===== config.mk =====
export PLATFORM = sky130hd
export DESIGN_NAME = nios2_mult_pipe
export DESIGN_NICKNAME = d
export VERILOG_FILES = /design/src/rtl/nios2_mult_pipe.sv
export SDC_FILE = /design/constraint.sdc
export NUM_CORES = 2
export LEC_CHECK = 0
export ABC_CLOCK_PERIOD_IN_PS = 21100
export BUFFER_PORTS_ARGS = -buffer_cell sky130_fd_sc_hd__buf_2
export CORE_ASPECT_RATIO = 0.7
export CORE_MARGIN = 2
export CORE_UTILIZATION = 45
export CTS_CLUSTER_DIAMETER = 50
export DETAILED_ROUTE_END_ITERATION = 6
export GPL_TIMING_DRIVEN = 0
export SKIP_CTS_REPAIR_TIMING = 1
export SLEW_MARGIN = 20
export SYNTH_ARGS = -nofsm -noshare
export SYNTH_HDL_FRONTEND = slang
export SYNTH_SLANG_ARGS = --single-unit

===== constraint.sdc =====
create_clock -name clk -period 21.1 [get_ports clk]
set_input_delay 5.275 -clock clk [delete_from_list [all_inputs] [get_ports clk]]
set_output_delay 5.275 -clock clk [all_outputs]
set_load 0.02 [all_outputs]

===== src/rtl/nios2_mult_pipe.sv =====
// rtl/nios2_mult_pipe.sv - pipelined signed/unsigned half-word partial-product multiplier
module nios2_mult_pipe #(
    parameter int WIDTH       = 32,
    parameter int PIPE_STAGES = 2
) (
    input  logic                 clk,
    input  logic                 reset,
    input  logic                 en,
    input  logic                 flush,
    input  logic                 in_valid,
    input  logic [1:0]           op,
    input  logic [WIDTH-1:0]     src1,
    input  logic [WIDTH-1:0]     src2,
    output logic                 out_valid,
    output logic [WIDTH-1:0]     result,
    output logic [2*WIDTH-1:0]   product,
    output logic                 busy
);

    localparam int H  = WIDTH / 2;
    localparam int NT = PIPE_STAGES - 1;

    logic               w_sign_a, w_sign_b;
    logic [WIDTH-1:0]   w_a_lo, w_a_hi, w_b_lo, w_b_hi;
    logic [WIDTH-1:0]   w_p1, w_p2, w_p3, w_p4;

    assign w_sign_a = op[1];
    assign w_sign_b = (op == 2'b11);

    // Halves widened to 2H bits; a modular 2H-bit product equals the exact
    // half-width product because every signed/unsigned mix fits in 2H bits.
    assign w_a_lo = {{H{1'b0}}, src1[H-1:0]};
    assign w_a_hi = {{H{w_sign_a & src1[WIDTH-1]}}, src1[WIDTH-1:H]};
    assign w_b_lo = {{H{1'b0}}, src2[H-1:0]};
    assign w_b_hi = {{H{w_sign_b & src2[WIDTH-1]}}, src2[WIDTH-1:H]};

    assign w_p1 = w_a_lo * w_b_lo;
    assign w_p2 = w_a_lo * w_b_hi;
    assign w_p3 = w_a_hi * w_b_lo;
    assign w_p4 = w_a_hi * w_b_hi;

    logic                 r_v1;
    logic [1:0]           r_op1;
    logic [WIDTH-1:0]     r_p1, r_p2, r_p3, r_p4;
    logic [NT-1:0]        r_v;
    logic [1:0]           r_op   [NT];
    logic [2*WIDTH-1:0]   r_prod [NT];

    logic                 w_sa1, w_sb1;
    logic [2*WIDTH-1:0]   w_sum;

    assign w_sa1 = r_op1[1];
    assign w_sb1 = (r_op1 == 2'b11);

    assign w_sum = {{WIDTH{1'b0}}, r_p1}
                 + ({{WIDTH{w_sb1 & r_p2[WIDTH-1]}}, r_p2} << H)
                 + ({{WIDTH{w_sa1 & r_p3[WIDTH-1]}}, r_p3} << H)
                 + ({{WIDTH{(w_sa1 | w_sb1) & r_p4[WIDTH-1]}}, r_p4} << WIDTH);

    always_ff @(posedge clk) begin
        if (reset) begin
            r_v1  <= 1'b0;
            r_op1 <= 2'b00;
            r_p1  <= '0;
            r_p2  <= '0;
            r_p3  <= '0;
            r_p4  <= '0;
            r_v   <= '0;
            for (int i = 0; i < NT; i++) begin
                r_op[i]   <= 2'b00;
                r_prod[i] <= '0;
            end
        end else if (flush) begin
            r_v1 <= 1'b0;
            r_v  <= '0;
        end else if (en) begin
            r_v1      <= in_valid;
            r_op1     <= op;
            r_p1      <= w_p1;
            r_p2      <= w_p2;
            r_p3      <= w_p3;
            r_p4      <= w_p4;
            r_v[0]    <= r_v1;
            r_op[0]   <= r_op1;
            r_prod[0] <= w_sum;
            for (int i = 1; i < NT; i++) begin
                r_v[i]    <= r_v[i-1];
                r_op[i]   <= r_op[i-1];
                r_prod[i] <= r_prod[i-1];
            end
        end
    end

    assign out_valid = r_v[NT-1];
    assign product   = r_prod[NT-1];
    assign result    = (r_op[NT-1] == 2'b00) ? r_prod[NT-1][WIDTH-1:0]
                                             : r_prod[NT-1][2*WIDTH-1:WIDTH];
    assign busy      = r_v1 | (|r_v);

endmodule

Yosys cells after proc, flatten, opt, wreduce, memory -nomap -nowiden
Memories as Yosys holds them, arrays and structs flattened.
Cells that the tools add are included.
- reduce and logical (&&, ||, !) cells: 5
- bitwise gates (word level): 6
- muxes and demuxes: 11
- $add $sub $neg: 3
- equal/unequal tests: 2
- multiply operators: 4
- operators by type and width (cell ; number):
    17-bit by 17-bit multiplier with 32-bit output ; 3
    64-bit adder ; 1
    64-bit 2-to-1 mux ; 1
    64-bit OR reduction ; 1
    50-bit by 49-bit adder with 51-bit output ; 1
    33-bit by 49-bit adder with 50-bit output ; 1
    16-bit by 16-bit multiplier with 32-bit output ; 1
    32-bit 2-to-1 mux ; 1
    1-bit 2-to-1 mux ; 8
    1-bit AND ; 4
    2-bit == test (second input constant) ; 2
    2-bit OR reduction ; 2
    2-bit logical NOT ; 1
    2-bit 2-to-1 mux ; 1
    2-bit AND reduction ; 1
    1-bit inverter ; 1
    1-bit OR ; 1
- bits of input ports: 71
- output and inout bits: 98
- flip-flop bits (word level): 132
- memory bits (writable): 66
- memories: 2
- memories (name ; depth ; bits a word ; rd ports ; clocked after Yosys merged registers in ; wr ports ; RTL line ; text):
    r_prod ; 1 ; 64 ; 1 ; 0 ; 1 ; 47 ; logic [2*WIDTH-1:0] r_prod [NT];
    r_op ; 1 ; 2 ; 1 ; 0 ; 1 ; 46 ; logic [1:0] r_op [NT];

Longest topological paths before layout
- depth after elaboration: 6
- gate-level depth with buffers: 25
- gate-level depth less buffers: 25

Worst setup path before layout
Ideal clock, no wire load.
- path kind: input -> register
- start point: in op[1]
- end point: reg r_p2[29]
- required time: 20.983 ns
- arrival time: 11.276 ns
- setup slack: 9.707 ns
- stages: 23
- cell sequence: clkbuf_1 -> nand3_1 -> clkbuf_1 -> or2_2 -> fa_1 -> fa_1 -> inv_1 -> fa_1 -> fa_1 -> inv_1 -> fa_1 -> inv_1 -> fa_1 -> ha_1 -> a21o_1 -> a211o_1 -> a221oi_1 -> a21oi_1 -> o21a_1 -> o31ai_4 -> a2111oi_0 -> or3_1 -> a32o_1
- cells in the longest elaborated chain, start to end: 3
- RTL lines (what ; RTL line ; text):
    from (decl) ; 11 ; input logic [1:0] op,
    2-bit == test ; 28 ; assign w_sign_b = (op == 2'b11);
    1-bit AND ; 35 ; assign w_b_hi = {{H{w_sign_b & src2[WIDTH-1]}}, src2[WIDTH-1:H]};
    17-bit by 17-bit multiplier with 32-bit output ; 38 ; assign w_p2 = w_a_lo * w_b_hi;
    to (signal assigned) ; 80 ; r_p2 <= w_p2;
    to (decl) ; 44 ; logic [WIDTH-1:0] r_p1, r_p2, r_p3, r_p4;
Every way passes these cells.
A chain may end at the register's enable or synchronous reset.

Worst setup path in the final report
Ends and elaborated chain as after synthesis.

==> flow_summary.json <==
{
  "worstPathMaxFanout": 10,
  "via_per_inst": 5.51,
  "grt-busiest-layer": "met1",
  "synth_top_family_by_area": "adder cells",
  "hold_violations": 0,
  "crit_required_ns": 21.48,
  "vias": 38800,
  "synth_cell_types": 75,
  "drc": 1,
  "fp.dieW_um": 396,
  "slew_viol_final": 0,
  "syn_to_final_growth_pct": 6.86,
  "synth-async-reset-ratio": 0,
  "fin_crit_sh": 0.630,
  "cp_slowest_stage_delay_ns": 0.71,
  "synth_compound_area_frac": 0.0784,
  "ys_seq_area_frac": 0.0956,
  "cts_tree": "done",
  "core_um2": 106000,
  "cap_violations": 0,
  "groute.usage.overall": 0.329,
  "critPathBufInv": 6,
  "synth_warnings": 0,
  "slew_headroom": 0.141,
  "ios": 169,
  "grt_max_degree": 56,
  "synth-simple-area-share": 0.158,
  "max_freq_ghz": 0.0752,
  "drt_iter0_markers": 4111,
  "clk_pin_slew_worst_paths_ns": 0.08,
  "syn_nets": 6908,
  "hpwl_mm": 152,
  "first_global_vias": 38800,
  "clock_latency_ns": 0.49,
  "yosys_most_used_dff": "dfxtp_1",
  "synth-adder-area-share": 0.522,
  "root_buffer": "clkbuf_16",
  "clkSinkCount": 198,
  "skew_ns": 0.0148,
  "cp_common_cell": "fa_1",
  "numCtsBuffers": 17,
  "hold_path.class": "reg -> reg",
  "setup_viol": 0,
  "met2_usage": 0.468,
  "status": "finished with violations",
  "worst_pin_slew_ns": 1.29,
  "synth_edf_count": 66,
  "crit_family": "adder cells",
  "violations": "design-rule violations",
  "antenna_found_initial": 25,
  "synth_mux_area_frac": 0.00869,
  "setup-tns-final_ns": 0,
  "mostFrequentLayoutCells": "inv_1, fa_1, nand2_1, ha_1, and2_1",
  "crit_path_end_kind": "flip-flop",
  "netlist_instances": 5401,
  "firstDrtPassIters": 7,
  "arrival_ns": 13.67,
  "hold_ws_ns": 0.456,
  "wl_mm": 179,
  "routabilityCongestion": 0.988,
  "synth_seq_cells": 198,
  "period_minus_slack_ns": 13.29,
  "syn_avg_cell_area_um2": 8.96,
  "io_buffer_count": 166,
  "grt_pass1_wl_mm": 263,
  "final_common_cell": "inv_1",
  "initial_utilization": 0.454,
  "drive_gt1_frac": 0.0493,
  "syn_area_um2": 48400,
  "met3_usage": 0.0961,
  "path_class": "in -> reg",
  "gr-total-overflow": 0,
  "synth_xor_area_frac": 0.0284,
  "globalRouteMet1Util": 0.489,
  "placement_rows": 100,
  "rsz0062_at_grt": "false",
  "slowest_stage": "clkbuf_1",
  "avgRoutedWirePerCell_um": 25.5,
  "cp-start-kind": "input pin",
  "fp.dieH_um": 278,
  "cp_cell_sequence": "buf_2 -> clkbuf_1 -> nand3_1 -> clkbuf_1 -> or2_2 -> fa_1 -> fa_1 -> inv_1 -> fa_1 -> fa_1 -> inv_1 -> fa_1 -> inv_1 -> fa_1 -> ha_1 -> a21o_1 -> a211o_1 -> a221oi_1 -> a21oi_1 -> o21a_1 -> o31ai_4 -> a2111oi_0 -> or3_1 -> a32o_1",
  "fin_nets": 7096,
  "rrSetupSlack_ns": 14.43,
  "dieArea_um2": 110000,
  "htree_levels": 4,
  "ant_nets": 0,
  "cts_max_path_buffers": 2
}
## through the flow
stage / utilization / setup slack [ns] / instance area, um2 / instances
after CTS: 0.485 / 7.97 / 51700 / 7030
final: 0.486 / 7.81 / 51700 / 7038
after detailed placement: 0.480 / 7.46 / 51100 / 6998
after global placement: 0.479 / 7.52 / 51000 / 6995
after floorplan: - / 9.71 / 48400 / 5401
after global routing: 0.485 / 7.65 / 51700 / 7032
## cell usage after synthesis, types with 24 or more instances
cell      instances  area, um2
inv_1          1158       4350
fa_1            970      19400
nand2_1         778       2920
ha_1            466       5830
and2_1          425       2660
clkbuf_1        241        905
o21ai_0         167        836
nor2_1          137        514
dfxtp_1         132       2640
a21oi_1         114        571
xnor2_1          85        744
xor2_1           72        631
a21o_1           67        503
edfxtp_1         66       1980
and3_1           54        338
nor3_1           41        205
mux2_2           32        360
nand3_1          30        150
nand2b_1         29        181
o21a_1           25        188
a22o_1           24        210
nor2b_1          24        150
## cell families (layout without fill, tap and decap cells)
logic type	count (synthesis)	after routing
AO/OA/AOI/OAI	572	572
XOR/XNOR	157	157
adder cells (fa/ha/maj)	1436	1436
buffers and inverters	1406	1607
flip-flops	198	198
multiplexers	38	38
other	0	8
AND/OR/NAND/NOR	1594	1594
## worst paths after layout
kind / start / cells after the start / to
max: op[1] / 24 / r_p2[29]
min: r_p1[5] / 2 / r_p1[5]
min reg2reg: r_p1[5] / 2 / r_p1[5]
max reg2reg: r_p1[17] / 22 / r_prod[0][52]
## flip-flops by register name, summed over array words and instances, names as in the netlist
register / flops
out_valid: 1
r_p3: 32
r_p1: 32
r_p4: 32
r_op1: 2
r_op: 2
r_prod: 64
r_p2: 32
r_v1: 1
## metal layers
| metal | vias to the layer above | part of all wire |
|---|---|---|
| li1 | 16900 | - |
| met1 | 19800 | 0.45 |
| met2 | 1904 | 0.41 |
| met3 | 214 | 0.12 |
| met4 | 6 | 0.025 |
| met5 | - | 0.00022 |
## worst reg2reg max path: cells and delay by family, from the launching register on
family	cells	cell delay, ns
flops	1	0.42
xor+xnor	2	0.53
fa+ha+maj	4	1.64
simple gates	3	0.53
buf+inv	1	0.08
compound gates	12	3.21
## layout make-up
| type | count | area [um2] |
|---|---|---|
| Fill cell | 10400 | 54800 |
| Multi-Input combinational cell | 3797 | 38500 |
| Sequential cell | 198 | 4620 |
| Inverter | 1158 | 4350 |
| Tap cell | 1428 | 1790 |
| Buffer | 248 | 941 |
| Timing Repair Buffer | 169 | 881 |
| Clock buffer | 18 | 439 |
| Clock inverter | 14 | 171 |
| Antenna cell | 8 | 20.0 |
Power is left out: the tool's default activity adds up to more than one toggle a clock period on the data nets, which glitch-free logic cannot reach.
